--- src/rtl/switch_ingress_tagger_pkg.sv ---
// Shared definitions for the switch ingress tagger: FSM encoding, MAC layout
// constants and the keep pattern a single-beat frame must carry to hold a DA.
package switch_pkg;

    localparam int MAC_WIDTH = 48;

    // I/G bit of the destination MAC (first octet, LSB): set for group/broadcast.
    localparam int GROUP_BIT = 0;

    // A last beat must carry at least the six DA octets.
    localparam logic [5:0] RUNT_KEEP_MASK = 6'h3F;

    typedef enum logic [2:0] {
        ST_IDLE,
        ST_LOOKUP,
        ST_HEAD,
        ST_BODY,
        ST_DROP
    } state_t;

endpackage

--- src/rtl/switch_ingress_tagger_if.sv ---
// AXI-Stream bundle used on both sides of the ingress tagger. tdest is
// carried on both sides so one interface type serves input and output.
interface switch_ingress_tagger_if #(
    parameter int DATA_WIDTH = 64,
    parameter int KEEP_WIDTH = DATA_WIDTH / 8,
    parameter int ID_WIDTH   = 8,
    parameter int USER_WIDTH = 17,
    parameter int DEST_WIDTH = 4
);
    logic [DATA_WIDTH-1:0] tdata;
    logic [KEEP_WIDTH-1:0] tkeep;
    logic                  tvalid;
    logic                  tready;
    logic                  tlast;
    logic [ID_WIDTH-1:0]   tid;
    logic [DEST_WIDTH-1:0] tdest;
    logic [USER_WIDTH-1:0] tuser;

    modport master (
        output tdata, tkeep, tvalid, tlast, tid, tdest, tuser,
        input  tready
    );

    modport slave (
        input  tdata, tkeep, tvalid, tlast, tid, tdest, tuser,
        output tready
    );

endinterface

--- src/rtl/switch_ingress_tagger_fwd_table.sv ---
// Programmable forwarding table: TABLE_DEPTH entries of {valid, MAC, port
// mask}. Writes land at the clock edge; the lookup is purely combinational
// against the registered contents, so a write never affects a lookup made in
// the same cycle. The lowest-index valid match wins.
module switch_fwd_table
    import switch_pkg::*;
#(
    parameter int RADIX            = 4,
    parameter int TABLE_DEPTH      = 8,
    parameter int TABLE_ADDR_WIDTH = $clog2(TABLE_DEPTH)
) (
    input  logic                        clk,
    input  logic                        rst_n,
    input  logic                        wr_en,
    input  logic [TABLE_ADDR_WIDTH-1:0] wr_addr,
    input  logic                        wr_valid,
    input  logic [MAC_WIDTH-1:0]        wr_mac,
    input  logic [RADIX-1:0]            wr_mask,
    input  logic [MAC_WIDTH-1:0]        lookup_mac,
    output logic                        hit,
    output logic [RADIX-1:0]            hit_mask
);

    logic                 valid_q [TABLE_DEPTH];
    logic                 valid_d [TABLE_DEPTH];
    logic [MAC_WIDTH-1:0] mac_q   [TABLE_DEPTH];
    logic [MAC_WIDTH-1:0] mac_d   [TABLE_DEPTH];
    logic [RADIX-1:0]     mask_q  [TABLE_DEPTH];
    logic [RADIX-1:0]     mask_d  [TABLE_DEPTH];

    // Write port: update the addressed entry.
    always_comb begin
        valid_d = valid_q;
        mac_d   = mac_q;
        mask_d  = mask_q;
        if (wr_en) begin
            for (int i = 0; i < TABLE_DEPTH; i++) begin
                if (wr_addr == TABLE_ADDR_WIDTH'(i)) begin
                    valid_d[i] = wr_valid;
                    mac_d[i]   = wr_mac;
                    mask_d[i]  = wr_mask;
                end
            end
        end
    end

    // Entry storage; reset invalidates every entry.
    always_ff @(posedge clk) begin
        if (!rst_n) begin
            for (int i = 0; i < TABLE_DEPTH; i++) begin
                valid_q[i] <= 1'b0;
                mac_q[i]   <= '0;
                mask_q[i]  <= '0;
            end
        end else begin
            valid_q <= valid_d;
            mac_q   <= mac_d;
            mask_q  <= mask_d;
        end
    end

    // Parallel compare; scanning downwards lets the lowest index win.
    always_comb begin
        hit      = 1'b0;
        hit_mask = '0;
        for (int i = TABLE_DEPTH - 1; i >= 0; i--) begin
            if (valid_q[i] && (mac_q[i] == lookup_mac)) begin
                hit      = 1'b1;
                hit_mask = mask_q[i];
            end
        end
    end

endmodule

--- src/rtl/switch_ingress_tagger.sv ---
// Per-port ingress tagger: holds the first beat of each frame, looks its
// destination MAC up in the forwarding table and emits the frame with a
// multi-hot tdest (bit m = deliver to crossbar output m) that stays constant
// for the whole frame. Body beats pass straight through.
// Optional build macro SWITCH_INGRESS_TAGGER_STATS_EN adds saturating
// per-frame hit/flood/drop counters.
//
// state  | meaning
// IDLE   | ready for a new frame; first beat is captured into the head register
// LOOKUP | one cycle: table lookup on the held DA, runt and hairpin checks
// HEAD   | held first beat presented on m_axis with the new tdest
// BODY   | remaining beats forwarded combinationally until tlast
// DROP   | discarded frame: sink beats until tlast
module switch_ingress_tagger
    import switch_pkg::*;
#(
    parameter int AXIS_DATA_WIDTH  = 64,
    parameter int AXIS_KEEP_WIDTH  = AXIS_DATA_WIDTH / 8,
    parameter int AXIS_ID_WIDTH    = 8,
    parameter int AXIS_USER_WIDTH  = 17,
    parameter int RADIX            = 4,
    parameter int PORT_INDEX       = 0,
    parameter int TABLE_DEPTH      = 8,
    parameter int TABLE_ADDR_WIDTH = $clog2(TABLE_DEPTH)
) (
    input  logic                        clk,
    input  logic                        rst_n,
    switch_ingress_tagger_if.slave      s_axis,
    switch_ingress_tagger_if.master     m_axis,
    input  logic                        cfg_wr_en,
    input  logic [TABLE_ADDR_WIDTH-1:0] cfg_addr,
    input  logic                        cfg_valid,
    input  logic [MAC_WIDTH-1:0]        cfg_mac,
    input  logic [RADIX-1:0]            cfg_mask
`ifdef SWITCH_INGRESS_TAGGER_STATS_EN
    ,
    output logic [31:0]                 stat_hit,
    output logic [31:0]                 stat_flood,
    output logic [31:0]                 stat_drop
`endif
);

    localparam logic [RADIX-1:0] PORT_BIT = RADIX'(1) << PORT_INDEX;

    state_t                     state_q, state_d;
    logic [AXIS_DATA_WIDTH-1:0] head_data_q, head_data_d;
    logic [AXIS_KEEP_WIDTH-1:0] head_keep_q, head_keep_d;
    logic                       head_last_q, head_last_d;
    logic [AXIS_ID_WIDTH-1:0]   head_id_q, head_id_d;
    logic [AXIS_USER_WIDTH-1:0] head_user_q, head_user_d;
    logic [RADIX-1:0]           tdest_q, tdest_d;

    logic                       tbl_hit;
    logic [RADIX-1:0]           tbl_mask;
    logic                       is_group;
    logic                       runt;
    logic [RADIX-1:0]           final_mask;
    logic                       frame_drop;

    logic                       s_ready;
    logic                       m_valid;
    logic [AXIS_DATA_WIDTH-1:0] m_data;
    logic [AXIS_KEEP_WIDTH-1:0] m_keep;
    logic                       m_last;
    logic [AXIS_ID_WIDTH-1:0]   m_id;
    logic [AXIS_USER_WIDTH-1:0] m_user;

    switch_fwd_table #(
        .RADIX            (RADIX),
        .TABLE_DEPTH      (TABLE_DEPTH),
        .TABLE_ADDR_WIDTH (TABLE_ADDR_WIDTH)
    ) u_fwd_table (
        .clk        (clk),
        .rst_n      (rst_n),
        .wr_en      (cfg_wr_en),
        .wr_addr    (cfg_addr),
        .wr_valid   (cfg_valid),
        .wr_mac     (cfg_mac),
        .wr_mask    (cfg_mask),
        .lookup_mac (head_data_q[MAC_WIDTH-1:0]),
        .hit        (tbl_hit),
        .hit_mask   (tbl_mask)
    );

    // Forwarding decision for the held head beat; only consumed in LOOKUP.
    always_comb begin
        is_group   = head_data_q[GROUP_BIT];
        runt       = head_last_q && (head_keep_q[5:0] != RUNT_KEEP_MASK);
        final_mask = ((is_group || !tbl_hit) ? {RADIX{1'b1}} : tbl_mask) & ~PORT_BIT;
        frame_drop = runt || (final_mask == '0);
    end

    // Next-state and output decode.
    always_comb begin
        state_d     = state_q;
        head_data_d = head_data_q;
        head_keep_d = head_keep_q;
        head_last_d = head_last_q;
        head_id_d   = head_id_q;
        head_user_d = head_user_q;
        tdest_d     = tdest_q;

        s_ready = 1'b0;
        m_valid = 1'b0;
        m_data  = head_data_q;
        m_keep  = head_keep_q;
        m_last  = head_last_q;
        m_id    = head_id_q;
        m_user  = head_user_q;

        case (state_q)
            ST_IDLE: begin
                s_ready = 1'b1;
                if (s_axis.tvalid) begin
                    head_data_d = s_axis.tdata;
                    head_keep_d = s_axis.tkeep;
                    head_last_d = s_axis.tlast;
                    head_id_d   = s_axis.tid;
                    head_user_d = s_axis.tuser;
                    state_d     = ST_LOOKUP;
                end
            end
            ST_LOOKUP: begin
                // A runt is always a last beat, so it falls back to IDLE here.
                if (frame_drop) begin
                    state_d = head_last_q ? ST_IDLE : ST_DROP;
                end else begin
                    tdest_d = final_mask;
                    state_d = ST_HEAD;
                end
            end
            ST_HEAD: begin
                m_valid = 1'b1;
                if (m_axis.tready) begin
                    state_d = head_last_q ? ST_IDLE : ST_BODY;
                end
            end
            ST_BODY: begin
                s_ready = m_axis.tready;
                m_valid = s_axis.tvalid;
                m_data  = s_axis.tdata;
                m_keep  = s_axis.tkeep;
                m_last  = s_axis.tlast;
                m_id    = s_axis.tid;
                m_user  = s_axis.tuser;
                if (s_axis.tvalid && m_axis.tready && s_axis.tlast) begin
                    state_d = ST_IDLE;
                end
            end
            ST_DROP: begin
                s_ready = 1'b1;
                if (s_axis.tvalid && s_axis.tlast) begin
                    state_d = ST_IDLE;
                end
            end
            default: state_d = ST_IDLE;
        endcase

        // Both handshake outputs are held low while reset is asserted.
        s_ready = s_ready && rst_n;
        m_valid = m_valid && rst_n;
    end

    // State, head-beat and tdest registers.
    always_ff @(posedge clk) begin
        if (!rst_n) begin
            state_q     <= ST_IDLE;
            head_data_q <= '0;
            head_keep_q <= '0;
            head_last_q <= 1'b0;
            head_id_q   <= '0;
            head_user_q <= '0;
            tdest_q     <= '0;
        end else begin
            state_q     <= state_d;
            head_data_q <= head_data_d;
            head_keep_q <= head_keep_d;
            head_last_q <= head_last_d;
            head_id_q   <= head_id_d;
            head_user_q <= head_user_d;
            tdest_q     <= tdest_d;
        end
    end

    assign s_axis.tready = s_ready;
    assign m_axis.tvalid = m_valid;
    assign m_axis.tdata  = m_data;
    assign m_axis.tkeep  = m_keep;
    assign m_axis.tlast  = m_last;
    assign m_axis.tid    = m_id;
    assign m_axis.tuser  = m_user;
    assign m_axis.tdest  = tdest_q;

`ifdef SWITCH_INGRESS_TAGGER_STATS_EN
    logic [31:0] hit_cnt_q, hit_cnt_d;
    logic [31:0] flood_cnt_q, flood_cnt_d;
    logic [31:0] drop_cnt_q, drop_cnt_d;

    // Classify each frame once as it leaves LOOKUP; counters saturate.
    always_comb begin
        hit_cnt_d   = hit_cnt_q;
        flood_cnt_d = flood_cnt_q;
        drop_cnt_d  = drop_cnt_q;
        if (state_q == ST_LOOKUP) begin
            if (frame_drop) begin
                if (drop_cnt_q != 32'hFFFF_FFFF) drop_cnt_d = drop_cnt_q + 32'd1;
            end else if (tbl_hit && !is_group) begin
                if (hit_cnt_q != 32'hFFFF_FFFF) hit_cnt_d = hit_cnt_q + 32'd1;
            end else begin
                if (flood_cnt_q != 32'hFFFF_FFFF) flood_cnt_d = flood_cnt_q + 32'd1;
            end
        end
    end

    // Statistics registers.
    always_ff @(posedge clk) begin
        if (!rst_n) begin
            hit_cnt_q   <= '0;
            flood_cnt_q <= '0;
            drop_cnt_q  <= '0;
        end else begin
            hit_cnt_q   <= hit_cnt_d;
            flood_cnt_q <= flood_cnt_d;
            drop_cnt_q  <= drop_cnt_d;
        end
    end

    assign stat_hit   = hit_cnt_q;
    assign stat_flood = flood_cnt_q;
    assign stat_drop  = drop_cnt_q;
`endif

endmodule

--- src/flat_wrapper.sv ---
// flat-port wrapper written by rule: the top's interface ports become plain ports
module switch_ingress_tagger_flat import switch_pkg::*;
#(
    parameter int AXIS_DATA_WIDTH  = 64,
    parameter int AXIS_KEEP_WIDTH  = AXIS_DATA_WIDTH / 8,
    parameter int AXIS_ID_WIDTH    = 8,
    parameter int AXIS_USER_WIDTH  = 17,
    parameter int RADIX            = 4,
    parameter int PORT_INDEX       = 0,
    parameter int TABLE_DEPTH      = 8,
    parameter int TABLE_ADDR_WIDTH = $clog2(TABLE_DEPTH)
)
  (clk, rst_n, cfg_wr_en, cfg_addr, cfg_valid, cfg_mac, cfg_mask, s_axis_tdata, s_axis_tkeep, s_axis_tvalid, s_axis_tlast, s_axis_tid, s_axis_tdest, s_axis_tuser, s_axis_tready, m_axis_tdata, m_axis_tkeep, m_axis_tvalid, m_axis_tlast, m_axis_tid, m_axis_tdest, m_axis_tuser, m_axis_tready);
  switch_ingress_tagger_if #(.DATA_WIDTH((64)), .KEEP_WIDTH((8)), .ID_WIDTH((8)), .USER_WIDTH((17)), .DEST_WIDTH((4))) s_axis_i ();
  switch_ingress_tagger_if #(.DATA_WIDTH((64)), .KEEP_WIDTH((8)), .ID_WIDTH((8)), .USER_WIDTH((17)), .DEST_WIDTH((4))) m_axis_i ();
  input  logic clk;
  input  logic rst_n;
  input  logic cfg_wr_en;
  input  logic [TABLE_ADDR_WIDTH-1:0] cfg_addr;
  input  logic cfg_valid;
  input  logic [MAC_WIDTH-1:0] cfg_mac;
  input  logic [RADIX-1:0] cfg_mask;
  input wire logic [$bits(s_axis_i.tdata)-1:0] s_axis_tdata;
  input wire logic [$bits(s_axis_i.tkeep)-1:0] s_axis_tkeep;
  input wire logic [$bits(s_axis_i.tvalid)-1:0] s_axis_tvalid;
  input wire logic [$bits(s_axis_i.tlast)-1:0] s_axis_tlast;
  input wire logic [$bits(s_axis_i.tid)-1:0] s_axis_tid;
  input wire logic [$bits(s_axis_i.tdest)-1:0] s_axis_tdest;
  input wire logic [$bits(s_axis_i.tuser)-1:0] s_axis_tuser;
  output wire logic [$bits(s_axis_i.tready)-1:0] s_axis_tready;
  output wire logic [$bits(m_axis_i.tdata)-1:0] m_axis_tdata;
  output wire logic [$bits(m_axis_i.tkeep)-1:0] m_axis_tkeep;
  output wire logic [$bits(m_axis_i.tvalid)-1:0] m_axis_tvalid;
  output wire logic [$bits(m_axis_i.tlast)-1:0] m_axis_tlast;
  output wire logic [$bits(m_axis_i.tid)-1:0] m_axis_tid;
  output wire logic [$bits(m_axis_i.tdest)-1:0] m_axis_tdest;
  output wire logic [$bits(m_axis_i.tuser)-1:0] m_axis_tuser;
  input wire logic [$bits(m_axis_i.tready)-1:0] m_axis_tready;
  assign s_axis_i.tdata = s_axis_tdata;
  assign s_axis_i.tkeep = s_axis_tkeep;
  assign s_axis_i.tvalid = s_axis_tvalid;
  assign s_axis_i.tlast = s_axis_tlast;
  assign s_axis_i.tid = s_axis_tid;
  assign s_axis_i.tdest = s_axis_tdest;
  assign s_axis_i.tuser = s_axis_tuser;
  assign s_axis_tready = s_axis_i.tready;
  assign m_axis_tdata = m_axis_i.tdata;
  assign m_axis_tkeep = m_axis_i.tkeep;
  assign m_axis_tvalid = m_axis_i.tvalid;
  assign m_axis_tlast = m_axis_i.tlast;
  assign m_axis_tid = m_axis_i.tid;
  assign m_axis_tdest = m_axis_i.tdest;
  assign m_axis_tuser = m_axis_i.tuser;
  assign m_axis_i.tready = m_axis_tready;
  switch_ingress_tagger #(.AXIS_DATA_WIDTH(AXIS_DATA_WIDTH), .AXIS_KEEP_WIDTH(AXIS_KEEP_WIDTH), .AXIS_ID_WIDTH(AXIS_ID_WIDTH), .AXIS_USER_WIDTH(AXIS_USER_WIDTH), .RADIX(RADIX), .PORT_INDEX(PORT_INDEX), .TABLE_DEPTH(TABLE_DEPTH), .TABLE_ADDR_WIDTH(TABLE_ADDR_WIDTH)) u_core (.clk(clk), .rst_n(rst_n), .s_axis(s_axis_i), .m_axis(m_axis_i), .cfg_wr_en(cfg_wr_en), .cfg_addr(cfg_addr), .cfg_valid(cfg_valid), .cfg_mac(cfg_mac), .cfg_mask(cfg_mask));
endmodule
--- config.mk ---
export PLATFORM = sky130hd
export DESIGN_NAME = switch_ingress_tagger_flat
export DESIGN_NICKNAME = d
export VERILOG_FILES = /design/src/rtl/switch_ingress_tagger_pkg.sv /design/src/rtl/switch_ingress_tagger_if.sv /design/src/rtl/switch_ingress_tagger_fwd_table.sv /design/src/rtl/switch_ingress_tagger.sv /design/src/flat_wrapper.sv
export SDC_FILE = /design/constraint.sdc
export NUM_CORES = 2
export LEC_CHECK = 0
export CAP_MARGIN = 0
export CORE_MARGIN = 2
export CORE_UTILIZATION = 45
export CTS_BUF_LIST = sky130_fd_sc_hd__clkbuf_8
export CTS_CLUSTER_DIAMETER = 100
export DETAILED_ROUTE_END_ITERATION = 7
export HOLD_SLACK_MARGIN = 0.15
export PLACE_DENSITY_LB_ADDON = 0.05
export SLEW_MARGIN = 20
export SYNTH_ARGS = -nofsm -noshare
export SYNTH_HDL_FRONTEND = slang
export SYNTH_HIERARCHICAL = 1
export SYNTH_SLANG_ARGS = --single-unit
--- constraint.sdc ---
create_clock -name clk -period 7.35 [get_ports clk]
set_input_delay 1.47 -clock clk [delete_from_list [all_inputs] [get_ports clk]]
set_output_delay 1.47 -clock clk [all_outputs]
set_load 0.03 [all_outputs]
==> flow_summary_export.csv <==
group,metric,value,unit
timing,whs,0.462,ns
clock_tree,h-tree-depth,3,
drt,wl_per_cell,23.3,um
grt,grt_pass1_wl,139000,um
synthesis,syn-cell-area,25600,um^2
grt,grt.total_usage,31.5,%
finish,fillers,5381,
clock_tree,cts_made_buffers,93,
clock_tree,cts_tree,"yes",
worst_hold_path,hold_start,"u_core/head_user_q[3]$_SDFFE_PN0P_",
critical_path,cp.arrival,5.35,ns
drt,viasPerCell,5.46,
critical_path,end_kind,"flop",
flow_run,drv_cap,0,
power_and_ir_drop,p_leak,11.1,nW
synthesis,avgSynthCellArea,8.21,um^2
grt,grt_max_degree,293,
critical_path,reg2reg_setup_slack,2.63,ns
timing,fin_skew,0.0419,ns
grt,antenna_found_initial,3,
die,design.core.area,56400,um^2
placed_design,place.gp.congestion,0.882,
drt,route.detailed.drc,0,
timing,fmax,212,MHz
timing,rsz0062_at_grt,"no",
critical_path,worstPathMaxFanout,10,
timing,final.min_clock_period,4.72,ns
timing,tns,0,ns
die,rows,87,
clock_tree,hold_buffers,0,
grt,grt_pass1_vias,21500,
power_and_ir_drop,powerDensity,228,nW/um^2
clock_tree,postCtsSetupRepairBufs,0,
critical_path,worst_r2r_startpoint,"u_core/head_data_q[22]$_SDFFE_PN0P_",
synthesis,synth-warning-count,6,
grt,overflow,0,
worst_hold_path,hp-class,"reg2reg",
timing,drv_slew,0,
timing,fin_crit_sh,64.3,%
worst_hold_path,min_delay_path_depth,2,
clock_tree,worstSkewPairLatency,0.70,ns
critical_path,ff2ff_path_depth,11,
outcome,status,"finished, final reports clean",
finish,regArea,10400,um^2
critical_path,critical_path_class,"reg2reg",
die,die_height,243,um
timing,tightestPinTransition,1.34,ns
finish,final_layout_size_suffix_gt1_share,9.40,%
timing,relSlewSlack,10.7,%
die,io_pins,267,
drt,dr.first_iter.drc_count,2070,
worst_hold_path,hold_path_end,"u_core/head_user_q[3]$_SDFFE_PN0P_",
timing,hold_viol_final,0,
critical_path,worstReg2RegEnd,"u_core/m_axis.tdest[1]$_SDFFE_PN0P_",
drt,drt_wl_total,94800,um
finish,finish.net_count,3410,
clock_tree,clkTransAtPathRegs,0.06,ns
placed_design,io_buffers,260,
die,dieArea,58900,um^2
finish,multi_input_area,13800,um^2
critical_path,worstSetupStartpointType,"flop",
placed_design,hpwl,61800,um
critical_path,cp.required,7.97,ns
synthesis,synth_nets,3286,
finish,area.growth.synth_to_final,17.6,%
clock_tree,root_buffer,"clkbuf_8",
die,die_w,243,um
drt,vias,22200,
power_and_ir_drop,ir_drop,0.000143,V
drt,drtPass1Iterations,5,
clock_tree,post_cts_resized,0,
synthesis,syn_inst,3123,
clock_tree,cts.sinks,520,
timing,setup_viol,0,
drt,final_antenna_net_count,0,
die,start_util,45.5,%
clock_tree,cts_buffer_depth,3,
-- area by class of cell --
class	instances	share of cell area [%]
Antenna cell	3	0.0249
Clock buffer	119	5.43
Clock inverter	38	0.548
Inverter	48	0.598
Multi-Input combinational cell	2273	45.8
Sequential cell	520	34.5
Tap cell	756	3.14
Timing Repair Buffer	311	9.96
-- placed cells by master (no fill, tap or decap), types with 4 or more instances in the layout --
| cell | n |
|---|---|
| nor2b_1 | 12 |
| buf_4 | 50 |
| xor2_2 | 6 |
| a21boi_0 | 495 |
| inv_1 | 74 |
| nor3_1 | 7 |
| nor4_1 | 46 |
| xnor2_1 | 169 |
| a221oi_1 | 4 |
| clkbuf_8 | 119 |
| nor2_1 | 12 |
| mux2_2 | 98 |
| nand3_2 | 5 |
| o21ai_0 | 11 |
| nor2_4 | 6 |
| o2111ai_1 | 4 |
| o221ai_1 | 5 |
| a21boi_1 | 20 |
| dfxtp_1 | 520 |
| a222oi_1 | 4 |
| nand2b_1 | 13 |
| xor2_1 | 166 |
| nand4_1 | 48 |
| nand2_1 | 1054 |
| clkinv_2 | 5 |
| or3_1 | 4 |
| a21oi_1 | 9 |
| o22ai_1 | 11 |
| nand3_1 | 11 |
| clkdlybuf4s50_1 | 259 |
-- worst max-delay path by stage --
| stage | startpoint | slack (ns) | endpoint | cells after the start |
|---|---|---|---|---|
| final | u_core/head_data_q[22]$_SDFFE_PN0P_ | 2.63 | u_core/m_axis.tdest[1]$_SDFFE_PN0P_ | 11 |
| after CTS | u_core/head_data_q[22]$_SDFFE_PN0P_ | 2.74 | u_core/m_axis.tdest[1]$_SDFFE_PN0P_ | 11 |
| after global placement | u_core/head_data_q[22]$_SDFFE_PN0P_ | 2.79 | u_core/m_axis.tdest[1]$_SDFFE_PN0P_ | 11 |
| after floorplan | rst_n | 3.38 | m_axis_tvalid | 4 |
| after global routing | u_core/head_data_q[22]$_SDFFE_PN0P_ | 2.51 | u_core/m_axis.tdest[3]$_SDFFE_PN0P_ | 11 |
| after detailed placement | u_core/head_data_q[22]$_SDFFE_PN0P_ | 2.79 | u_core/m_axis.tdest[1]$_SDFFE_PN0P_ | 11 |
-- layer usage --
layer / wire length [um] / GRT usage, % / up-vias
li1: - / - / 10400
met1: 40700 / 41.8 / 10700
met2: 42900 / 50.3 / 888
met3: 7550 / 6.00 / 193
met4: 3700 / 12.7 / 2
met5: 13 / 0 / -
-- registers in the layout, indices dropped and copies added (netlist names) --
register                    flops
u_core/head_last_q              1
u_core/head_user_q             17
u_core/u_fwd_table/valid_q      8
u_core/u_fwd_table/mac_q      384
u_core/head_data_q             64
u_core/u_fwd_table/mask_q      24
u_core/m_axis.tdest             3
u_core/state_q                  3
u_core/head_keep_q              8
u_core/head_id_q                8
-- stage by stage --
stage,util [%],power [mW],worst slack [ns],area (um^2),cells
finish,53.5,6.89,2.63,30100,4068
floorplan,-,3.74,3.38,25600,3123
CTS,53.5,6.93,2.74,30100,4065
global placement,50.3,4.25,2.79,28300,3908
detailed placement,50.3,4.26,2.79,28300,3908
global route,53.5,7.12,2.51,30100,4067
-- power by group --
part	switching (mW)	internal, mW	total [mW]
Clock	1.23	1.44	2.67
Sequential	0.127	2.91	3.04
Combinational	0.717	0.463	1.18
-- worst max-delay path: stages (launching register included) --
cell,delay [ns]
dfxtp_1,1.04
xnor2_1,0.20
nand4_1,0.15
nor4_1,1.02
and4_1,0.51
nand2_1,0.21
nand2_1,0.14
or3_1,0.17
or3b_1,0.39
or3_1,0.37
nand3_1,0.24
mux2i_1,0.23
Power figures use the tool's default switching activity.
